--- src/rtl/pipe_ctrl_pkg.sv ---
// rtl/pipe_ctrl_pkg.sv - shared stage indices, FSM encodings and enable levels for pipe_ctrl
package pipe_ctrl_pkg;

  // Stage indices into the stall/flush vectors (EX is always NUM_STAGES-1)
  localparam int STAGE_PC = 0;
  localparam int STAGE_IF = 1;
  localparam int STAGE_ID = 2;
  localparam int STAGE_EX = 3;

  // Active levels understood by pc_reg and the pipeline registers
  localparam logic JUMP_ENABLE = 1'b1;
  localparam logic HOLD_ENABLE = 1'b1;

  // Redirect controller states
  typedef enum logic [1:0] {
    ST_IDLE  = 2'd0,
    ST_FLUSH = 2'd1,
    ST_PEND  = 2'd2
  } pipe_state_e;

endpackage

--- src/rtl/pipe_ctrl_hold_watchdog.sv ---
// rtl/pipe_ctrl_hold_watchdog.sv - counts consecutive bus-hold cycles and pulses once at the limit
module pipe_ctrl_hold_watchdog #(
  parameter int TIMEOUT_CYCLES = 256
) (
  input  logic clk,
  input  logic rst,
  input  logic rib_hold,
  output logic busy_timeout
);

  localparam int CW = (TIMEOUT_CYCLES < 1) ? 1 : $clog2(TIMEOUT_CYCLES + 1);
  localparam logic [CW-1:0] LIMIT = CW'(TIMEOUT_CYCLES);
  // A zero limit turns the watchdog off entirely
  localparam logic ENABLED = (TIMEOUT_CYCLES != 0);

  logic [CW-1:0] r_cnt;

  // Count hold cycles, saturating at the limit so the pulse cannot repeat until hold drops
  always_ff @(posedge clk) begin
    if (rst) begin
      r_cnt <= '0;
    end else if (!rib_hold) begin
      r_cnt <= '0;
    end else if (r_cnt != LIMIT) begin
      r_cnt <= r_cnt + CW'(1);
    end
  end

  // Fire in the cycle whose hold makes the count reach the limit
  assign busy_timeout = ENABLED & ~rst & rib_hold & (r_cnt == (LIMIT - CW'(1)));

endmodule

--- src/rtl/pipe_ctrl.sv ---
// rtl/pipe_ctrl.sv - redirect arbitration, flush windows, pending redirect and stall generation
module pipe_ctrl
  import pipe_ctrl_pkg::*;
#(
  parameter int ADDR_W         = 32,
  parameter int NUM_STAGES     = 4,
  parameter int FLUSH_CYCLES   = 1,
  parameter int TIMEOUT_CYCLES = 256
) (
  input  logic                  clk,
  input  logic                  rst,
  input  logic                  ex_jump_flag,
  input  logic [ADDR_W-1:0]     ex_jump_addr,
  input  logic                  clint_jump_flag,
  input  logic [ADDR_W-1:0]     clint_jump_addr,
  input  logic [NUM_STAGES-1:0] stall_req,
  input  logic                  rib_hold,
  output logic [NUM_STAGES-1:0] stall,
  output logic [NUM_STAGES-1:0] flush,
  output logic                  pc_jump_flag,
  output logic [ADDR_W-1:0]     pc_jump_addr,
  output logic                  jump_pending,
  output logic                  busy_timeout
);

  localparam int CNT_W = 4;
  localparam logic [CNT_W-1:0] FLUSH_RELOAD = CNT_W'(FLUSH_CYCLES - 1);
  localparam logic MULTI_FLUSH = (FLUSH_CYCLES > 1);
  // Only the stages between PC and EX receive bubbles
  localparam logic [NUM_STAGES-1:0] FLUSH_MASK = {1'b0, {(NUM_STAGES-2){1'b1}}, 1'b0};

  pipe_state_e             r_state;
  pipe_state_e             w_next_state;
  logic [CNT_W-1:0]        r_cnt;
  logic [CNT_W-1:0]        w_next_cnt;
  logic [ADDR_W-1:0]       r_pend_addr;
  logic [ADDR_W-1:0]       w_next_pend_addr;

  logic                    w_jump_req;
  logic [ADDR_W-1:0]       w_sel_addr;
  logic [ADDR_W-1:0]       w_release_addr;
  logic [NUM_STAGES-1:0]   w_stall_raw;
  logic                    w_flush_on;

  // CLINT always wins over EX
  assign w_jump_req     = ex_jump_flag | clint_jump_flag;
  assign w_sel_addr     = clint_jump_flag ? clint_jump_addr : ex_jump_addr;
  // A trap arriving in the release cycle supersedes the buffered target
  assign w_release_addr = clint_jump_flag ? clint_jump_addr : r_pend_addr;

  // State register: FSM state, flush countdown and buffered redirect target
  always_ff @(posedge clk) begin
    if (rst) begin
      r_state     <= ST_IDLE;
      r_cnt       <= '0;
      r_pend_addr <= '0;
    end else begin
      r_state     <= w_next_state;
      r_cnt       <= w_next_cnt;
      r_pend_addr <= w_next_pend_addr;
    end
  end

  // Next-state logic: a new redirect always restarts the window; EX is ignored while pending
  always_comb begin
    w_next_state     = r_state;
    w_next_cnt       = r_cnt;
    w_next_pend_addr = r_pend_addr;
    case (r_state)
      ST_IDLE, ST_FLUSH: begin
        if (w_jump_req && !rib_hold) begin
          w_next_state = MULTI_FLUSH ? ST_FLUSH : ST_IDLE;
          w_next_cnt   = FLUSH_RELOAD;
        end else if (w_jump_req) begin
          w_next_state     = ST_PEND;
          w_next_pend_addr = w_sel_addr;
        end else if (r_state == ST_FLUSH) begin
          if (r_cnt <= CNT_W'(1)) begin
            w_next_state = ST_IDLE;
          end else begin
            w_next_cnt = r_cnt - CNT_W'(1);
          end
        end
      end
      ST_PEND: begin
        if (!rib_hold) begin
          w_next_state = MULTI_FLUSH ? ST_FLUSH : ST_IDLE;
          w_next_cnt   = FLUSH_RELOAD;
        end else if (clint_jump_flag) begin
          w_next_pend_addr = clint_jump_addr;
        end
      end
      default: begin
        w_next_state = ST_IDLE;
      end
    endcase
  end

  // Stage i holds when it or any downstream stage asks; PC also holds on a busy bus
  always_comb begin
    w_stall_raw = '0;
    for (int i = 0; i < NUM_STAGES; i++) begin
      w_stall_raw[i] = |(stall_req >> i);
    end
    w_stall_raw[STAGE_PC] = w_stall_raw[STAGE_PC] | rib_hold;
  end

  // Output logic: redirect, flush window and stall vectors, all silenced during reset
  always_comb begin
    pc_jump_flag = 1'b0;
    pc_jump_addr = '0;
    jump_pending = 1'b0;
    w_flush_on   = 1'b0;
    if (!rst) begin
      case (r_state)
        ST_IDLE, ST_FLUSH: begin
          if (w_jump_req) begin
            w_flush_on = 1'b1;
            if (!rib_hold) begin
              pc_jump_flag = JUMP_ENABLE;
              pc_jump_addr = w_sel_addr;
            end
          end else if (r_state == ST_FLUSH) begin
            w_flush_on = 1'b1;
          end
        end
        ST_PEND: begin
          w_flush_on   = 1'b1;
          jump_pending = 1'b1;
          if (!rib_hold) begin
            pc_jump_flag = JUMP_ENABLE;
            pc_jump_addr = w_release_addr;
          end
        end
        default: begin
          w_flush_on = 1'b0;
        end
      endcase
    end
    flush = w_flush_on ? FLUSH_MASK : '0;
    stall = rst ? '0 : (w_stall_raw & ~flush);
    if (!rst && r_state == ST_PEND) begin
      stall[STAGE_PC] = HOLD_ENABLE;
    end
  end

  pipe_ctrl_hold_watchdog #(
    .TIMEOUT_CYCLES(TIMEOUT_CYCLES)
  ) u_hold_watchdog (
    .clk         (clk),
    .rst         (rst),
    .rib_hold    (rib_hold),
    .busy_timeout(busy_timeout)
  );

endmodule
--- config.mk ---
export PLATFORM = sky130hd
export DESIGN_NAME = pipe_ctrl
export DESIGN_NICKNAME = d
export VERILOG_FILES = /design/src/rtl/pipe_ctrl_pkg.sv /design/src/rtl/pipe_ctrl_hold_watchdog.sv /design/src/rtl/pipe_ctrl.sv
export SDC_FILE = /design/constraint.sdc
export NUM_CORES = 1
export LEC_CHECK = 0
export ABC_AREA = 1
export CORE_MARGIN = 2
export CORE_UTILIZATION = 43
export CTS_CLUSTER_SIZE = 24
export DETAILED_ROUTE_END_ITERATION = 7
export PLACE_DENSITY = 0.78
export REMOVE_ABC_BUFFERS = 1
export SYNTH_ARGS = -nofsm -noshare
export SYNTH_HDL_FRONTEND = slang
export SYNTH_HIERARCHICAL = 1
export SYNTH_SLANG_ARGS = --single-unit
--- constraint.sdc ---
create_clock -name clk -period 1.3 [get_ports clk]
set_input_delay 0.195 -clock clk [delete_from_list [all_inputs] [get_ports clk]]
set_output_delay 0.195 -clock clk [all_outputs]
set_load 0.02 [all_outputs]
[Word level (Yosys, flattened, before mapping)]
Index checks and enable logic that the tools add are counted.
Widths: inputs -> output; s select.
Cells by class
  reduce and logical (&&, ||, !) cells: 14
  bitwise logic cells: 8
  muxes and demuxes: 36
  add/subtract/negate cells: 2
  order comparisons: 1
  equal/unequal tests: 13
  $mul: 0
  shift-type cells: 0
  div/mod/pow operators: 0
Operators with widths (count)
  $mux 32: 9
  $pmux 32 s2: 2
  $mux 4: 6
  $mux 2: 5
  $add 9x1->9 const B: 1
  $eq 9x8->1 const B: 1
  $mux 1: 9
  $ne 3x3->1 const B: 3
  $ne 9x9->1 const B: 1
  $ne 2x2->1 const B: 4
  $ne 4x4->1 const B: 2
  $pmux 4 s2: 1
  $reduce_or 2->1: 3
  $reduce_and 5->1: 1
  $and 4x4->4: 1
  $le 4x1->1 const B: 1
  $not 3->4: 1
  $pmux 1 s2: 2
  $pmux 2 s2: 1
  $reduce_and 4->1: 1
  $reduce_or 4->1: 1
  $sub 4x1->4 const B: 1
  $mux 3: 1
  $reduce_and 3->1: 1
  10 further kinds: 15
Storage, ports and cells
  bits in read-only memories: 0
  bits in registers: 47
  RAM bits: 0
  output and inout port bits: 43
  bits of input ports: 73
  word-level logic and storage cells: 78
  bits in latches: 0
  memories: 0

[Logic depth before layout (Yosys ltp)]
Gate-level depths: netlist (run 1).
  depth in word-level cells: 10
  depth in mapped cells: 9
  depth with buffers taken out: 8

[Modules after synthesis]
Netlist (run 1), hierarchy kept.
Modules (own cells, without submodules)
  pipe_ctrl: area each 3125.5 sq um, cells an instance 614, seq. area each 660.6 sq um, instances 1
  pipe_ctrl_hold_watchdog: area each 508.0 sq um, cells an instance 74, seq. area each 180.2 sq um, instances 1

[Worst setup path before layout (run 1)]
No wires, ideal clock.
  kind: reg2out
  start: reg u_hold_watchdog.r_cnt[0]
  end: out busy_timeout
  arrival: 1.374 ns
  cell stages (with the launch flop): 9
  path buffers: 0
  slack: -0.269 ns
  cells stage by stage: dfxtp_1 ha_1 nand3_2 nor2_2 nand3_1 nor2_1 ha_1 inv_1 nor2_1
On the way
  cells in the longest elaborated chain, start to end: 2
Ends and longest elaborated chain
  start, declared: line pipe_ctrl_hold_watchdog.sv:16  | logic [CW-1:0] r_cnt;
  start signal, assigned: line pipe_ctrl_hold_watchdog.sv:25  | r_cnt <= r_cnt + CW'(1);
  $eq 9x8->1: line pipe_ctrl_hold_watchdog.sv:30  | assign busy_timeout = ENABLED & ~rst & rib_hold & (r_cnt == (LIMIT - CW'(1)));
  $and 1x1->1: line pipe_ctrl_hold_watchdog.sv:30
  end, declared: line pipe_ctrl.sv:23  | output logic busy_timeout
Every way passes these cells.

[Worst setup path in the final report (run 1)]
  start: reg r_state[1]
  end: out pc_jump_addr[13]
On the way
  cells in the longest elaborated chain, start to end: 4
  elaborated cells on any way between the ends: 6
Ends and longest elaborated chain
  start, declared: line pipe_ctrl.sv:32  | pipe_state_e r_state;
  start signal, assigned: line pipe_ctrl.sv:58  | r_state <= w_next_state;
  $eq 2x1->1 / $logic_not 2->1 (equally long branches): line pipe_ctrl.sv:115  | case (r_state)
  $reduce_or 2->1: line pipe_ctrl.sv:115
  $pmux 32 s2 *: line pipe_ctrl.sv:115
  $mux 32 *: line pipe_ctrl.sv:114  | if (!rst) begin
  end, declared: line pipe_ctrl.sv:21  | output logic [ADDR_W-1:0] pc_jump_addr,
Mark *: on every way between the ends. The rest lies on a longest branch, timed or not.

==> metrics, run 1 <==
DRC Markers 41; global-route wire length before repair 26.4 mm; Crit path required time 1110 ps; initial antenna violation count 0; fin crit period 2070 ps; placed cells 948; switch share 37.5%; Worst Path Buf+Inv 5; final core utilization 87.3%; H-Tree Depth 2; power per cell area 732 nW/um2; die width 95.9 um; Syn Area/Cell 5.28 um2; max-slew violation count 0; CTS tree yes; commonest non-fill, non-tap cell in the layout nand2_1; maximum VDD drop 0.484 mV; Clock power frac 25.6%; worst stage delay on the critical path 400 ps; fin crit share 159%; CP max-delay cell dfxtp_4; Crit path max-delay family buffers and inverters; Detailed Route WL 22.8 mm; Worst Tran Pin Value 534 ps; critical path cell sequence inv_8 > nor2_4 > buf_12 > buf_16 > buf_4 > nand2_4 > a21oi_4 > buf_6; FP Rows 33; P&R area growth vs syn 97.4%; GRT Total Usage 36.9%; Root Buffer clkbuf_8; Gate Count Post-Synth 688; post-synthesis register bit count 42; outcome finished, violations left; CTS Buf Count 5; critical path startpoint category register; worst-case clock buffer depth 2; yosys warns 6; vias in the first global route 5472; failing checks DRC, setup timing; remaining antenna violation count after routing 0; global route overflow 0; cell taking the most area after synthesis nand2_1; Final Hold Vio Count 0; Nets 970; Die Area 9200 um2; layout cells sized above 1 40.8%; final setup fails 75; clk_lat worst skew 300 ps; Core ar. 8220 um2; CP arrival 1870 ps; num ports 116; mapped cell area 3630 um2; Internal Pwr Total 3.28 mW; combinational share of power 46.8%; worst-path fanout max 8; clk_skew 3.74 ps; max_cap viols 0; number of fill cells 370; largest cells by area after synthesis nand2_1, dfxtp_1, nor2_1; I/O Buffers 113; Synth top area share 37.8%; nature of the critical path endpoint primary output; Max-slew headroom 64.4%; WL/cell 22.8 um; via-per-instance ratio 6.23; CTS sink count 42; maximum clock frequency 483 MHz; Seq pwr share 27.6%; register area share after synthesis 23.1%; # diodes 0; RSZ-0062 raised after global routing true; CP Class reg -> out; Pleak 3.60 nW; DRT iter0 DRCs 881; HP Class reg -> reg; pre-CTS setup slack -932 ps; Layout Cells excl Fill 1000; Die Ht 95.9 um; Yosys cell types 27; Final Wtd Congestion 0.840; commonest non-fill, non-tap cells in the layout nand2_1, buf_4, clkdlybuf4s50_1, buf_6, inv_1; via count 6227; drt first pass iters 8; largest net degree at the start of global routing 33; CTS clock-pin slew for the worst setup and hold paths 90 ps; switching power 1.97 mW; Final WS setup -768 ps; Starting Density 44.2%; dpl hpwl 8.29 mm
Yosys cell counts (all sizes together):
library cell	count
nand3	41
ha	3
or2	1
buf	41
xnor2	1
dfxtp	42
nor3	4
a21oi	38
a21boi	1
inv	51
o21ai	3
conb	1
clkinv	1
nor2	88
nand2	368
clkbuf	4
final timing paths:
kind / end / depth (start not counted) / startpoint / slack [ps]
worst min-delay path: r_pend_addr[26]$_SDFFE_PP0P_ / 4 / r_pend_addr[26]$_SDFFE_PP0P_ / 540
worst max-delay path: pc_jump_addr[13] / 8 / r_state[1]$_SDFFE_PP0P_ / -770
worst max register to register: r_pend_addr[13]$_SDFFE_PP0P_ / 11 / r_state[1]$_SDFFE_PP0P_ / -370
worst min register to register: r_pend_addr[26]$_SDFFE_PP0P_ / 4 / r_pend_addr[26]$_SDFFE_PP0P_ / 540
layer usage:
| layer | GRT usage (%) | share of wire [%] |
|---|---|---|
| met2 | 63.2 | 44 |
| met1 | 41.1 | 31 |
| met3 | 8.93 | 14 |
| met5 | 0 | 0 |
| met4 | 22.9 | 11 |
cell families (layout without fill, tap and decap cells):
kind of cell    count (synthesis)  count (layout)  synth area share [%]
flops                          42              42                  23.1
simple gates                  502             503                  55.5
compound gates                 42              42                  5.96
other cells                     1               2                 0.103
buf+inv                        97             302                  14.0
fa+ha+maj                       3               3                  1.03
xor+xnor                        1               1                 0.241
cell type report:
cell class	instances	area [um2]	share of cell area (%)
Clock buffer	6	82.6	1.15
Clock inverter	2	60.1	0.837
Inverter	52	214	2.98
Multi-Input combinational cell	551	3220	45.0
Sequential cell	42	847	11.8
Tap cell	105	131	1.83
Timing Repair Buffer	242	2610	36.4
through the flow:
step	TNS [ps]	area, um2	power [mW]	hold slack, ps
2_1_floorplan	-63380	3330	2.14	348
3_3_place_gp	-45320	5370	2.94	488
3_5_place_dp	-47390	5370	2.97	506
4_1_cts	-19830	6440	4.65	508
5_1_grt	-29630	7170	5.38	565
6_report	-27370	7170	5.25	545
sequential cells by signal (all words and copies together) (netlist names):
name / count
r_state: 1
u_hold_watchdog/r_cnt: 9
r_pend_addr: 32
timing repair:
item,in CTS,in global routing
hold buffers,0,0
pin swaps,50,79
buffers inserted,19,18
resized for setup,356,190
endpoints found under the setup margin,76,76
cloned,14,2
worst min-delay path, stage by stage, from the launching register on:
cell and delay, ps:
dfxtp_1 320, inv_1 60, nand2_2 50, nand2_1 50, nor2_1 40
power by group through the flow:
stage	combinational [mW]	clock (mW)	sequential, mW
final	2.46	1.34	1.45
after global routing	2.55	1.38	1.45
after CTS	1.93	1.30	1.42
after detailed placement	1.52	0	1.45
after global placement	1.49	0	1.44
after floorplan	0.690	0	1.45
(Power assumes the default switching activity.)
==> run 2: changes to the inputs <==
--- a/config.mk
+++ b/config.mk
@@ -7,10 +7,10 @@
 export LEC_CHECK = 0
 export ABC_AREA = 1
 export CORE_MARGIN = 2
-export CORE_UTILIZATION = 43
+export CORE_UTILIZATION = 51
 export CTS_CLUSTER_SIZE = 24
 export DETAILED_ROUTE_END_ITERATION = 7
-export PLACE_DENSITY = 0.78
+export PLACE_DENSITY = 0.87
 export REMOVE_ABC_BUFFERS = 1
 export SYNTH_ARGS = -nofsm -noshare
 export SYNTH_HDL_FRONTEND = slang
==> constraint.sdc (replaced) <==
create_clock -name clk -period 2.67 [get_ports clk]
set_input_delay 0.4005 -clock clk [delete_from_list [all_inputs] [get_ports clk]]
set_output_delay 0.4005 -clock clk [all_outputs]
set_load 0.02 [all_outputs]
==> metrics, run 2 (same netlist as run 1, synthesis figures left out) <==
# diodes 0 (unchanged); Nets 894 (-7.8%); critical path cell sequence clkdlybuf4s50_1 > buf_12 > nor2_8 > buf_4 > nand2_4 > nand2_1 > nor2_1 > clkdlybuf4s50_1; CTS sink count 42 (unchanged); Worst Tran Pin Value 613 ps (+79.1 ps); CTS clock-pin slew for the worst setup and hold paths 70 ps (-20 ps); vias in the first global route 4237 (-23%); Final Wtd Congestion 0.860 (+2.4%); commonest non-fill, non-tap cells in the layout nand2_1, nor2_1, clkdlybuf4s50_1, inv_1, buf_4; maximum clock frequency 397 MHz; clk_skew 4.45 ps (+0.710 ps); Crit path required time 2270 ps (+1160 ps); maximum VDD drop 0.313 mV (-35%); drt first pass iters 5 (-3); Die Area 7820 um2 (-15%); DRT iter0 DRCs 284 (-68%); Core ar. 6830 um2 (-17%); worst-case clock buffer depth 2 (unchanged); nature of the critical path endpoint primary output; die width 88.4 um (-7.8%); final setup fails 0 (-100%); switching power 0.600 mW (-70%); P&R area growth vs syn 42.1%; CTS Buf Count 5 (unchanged); CTS tree yes; worst-path fanout max 8 (unchanged); RSZ-0062 raised after global routing false; commonest non-fill, non-tap cell in the layout nand2_1; H-Tree Depth 2 (unchanged); switch share 33.2% (-4.2 points); critical path startpoint category input pin; max-slew violation count 0 (unchanged); Max-slew headroom 59.1% (-5.3 points); FP Rows 30 (-9.1%); Reg2Reg Setup Slack 1170 ps (+1540 ps); outcome complete, no violations; FF-to-FF path depth 7 (-4); WL/cell 11.8 um (-48%); dpl hpwl 7.73 mm (-6.7%); Clock power frac 23.5% (-2.1 points); via count 4519 (-27%); GRT Total Usage 27.8% (-9.1 points); clk_lat worst skew 300 ps (about the same); worst stage delay on the critical path 610 ps (+210 ps); max_cap viols 0 (unchanged); cell mode on critical path clkdlybuf4s50_1; I/O Buffers 113 (unchanged); Final Hold Vio Count 0 (unchanged); Hold-fix buffers, CTS 0 (unchanged); HP Class reg -> reg; layout cells sized above 1 9.16% (-32 points); Largest regs r_pend_addr: 32 flops, u_hold_watchdog/r_cnt: 9 flops, r_state: 1 flops; fin crit share 94.2%; Detailed Route WL 10.8 mm (-53%); CP Class in -> out; Pleak 2.83 nW (-21%); Die Ht 88.4 um (-7.8%); remaining antenna violation count after routing 0 (unchanged); placed cells 907 (-4.3%); power per cell area 349 nW/um2 (-52%); Seq pwr share 38.4% (+11 points); max reg flops 32 (unchanged); Starting Density 53.2% (+9.0 points); Worst Setup SP clint_jump_flag; CP arrival 2120 ps (+250 ps); combinational share of power 38.1% (-8.7 points); largest net degree at the start of global routing 63 (+91%); Root Buffer clkbuf_8; num ports 116 (unchanged); number of fill cells 608 (+64%); Pwr Total 1.80 mW (-66%); DRC Markers 0 (-100%); Biggest register r_pend_addr; global route overflow 0 (unchanged); reg2reg end u_hold_watchdog/r_cnt[8]$_SDFFE_PP0P_; CP max-delay cell clkdlybuf4s50_1; fin crit period 2520 ps; Internal Pwr Total 1.20 mW (-63%); r2r startpoint u_hold_watchdog/r_cnt[0]$_SDFFE_PP0P_; initial antenna violation count 0 (unchanged); crit path to pc_jump_flag; global-route wire length before repair 17.7 mm (-33%); via-per-instance ratio 4.94 (-21%); setup TNS 0 ps (+27370 ps); Layout Cells excl Fill 915 (-8.5%)
[run 2: worst min path at each step]
stage	from	endpoint	depth (start not counted)
after floorplan	r_pend_addr[0]$_SDFFE_PP0P_	r_pend_addr[0]$_SDFFE_PP0P_	4
after global placement	r_pend_addr[29]$_SDFFE_PP0P_	r_pend_addr[29]$_SDFFE_PP0P_	4
after detailed placement	r_pend_addr[15]$_SDFFE_PP0P_	r_pend_addr[15]$_SDFFE_PP0P_	4
after CTS	r_pend_addr[15]$_SDFFE_PP0P_	r_pend_addr[15]$_SDFFE_PP0P_	4
after global routing	r_pend_addr[16]$_SDFFE_PP0P_	r_pend_addr[16]$_SDFFE_PP0P_	4
final	r_pend_addr[6]$_SDFFE_PP0P_	r_pend_addr[6]$_SDFFE_PP0P_	4
[run 2: power by group through the flow]
stage | Clock, mW | Combinational, mW | Sequential (mW)
after floorplan | 0 | 0.336 | 0.706
after global placement | 0 | 0.677 | 0.704
after detailed placement | 0 | 0.695 | 0.707
after CTS | 0.433 | 0.688 | 0.692
after global routing | 0.454 | 0.764 | 0.697
final | 0.425 | 0.687 | 0.692
[run 2: metrics by stage]
stage          hold WS [ps]  utilization [%]  area (um2)  worst slack, ps
6_report                519             75.6        5160              154
5_1_grt                 543             75.6        5160             71.0
4_1_cts                 521             75.3        5140             1.80
3_5_place_dp            510             74.4        5080            -38.0
3_3_place_gp            502             74.4        5080             4.85
2_1_floorplan           494                -        3330             56.2
[run 2: layout make-up]
class	instances	area [um2]	area share (%)
clock buffer	7	86.3	1.67
clock inverter	1	5.00	0.0969
inverter	52	200	3.88
multi-input combinational	550	2290	44.3
sequential	42	841	16.3
tap	96	120	2.33
timing repair buffer	167	1620	31.5
[run 2: repair_timing]
item	CTS	global route
cloned	0	0
hold endpoints to repair	0	0
buffers inserted	0	0
endpoints found under the setup margin	26	8
gates resized for setup	26	8
[run 2: critical path, delay by kind of cell]
family                 cells  cell delay [ps]
and+or+nand+nor            4              300
buffers and inverters      4             1410
[run 2: per-layer routing]
metal	track usage (%)	wire length, um
met1	33.6	4570
met2	51.3	5350
met3	4.76	780
met4	6.75	82
met5	0	0
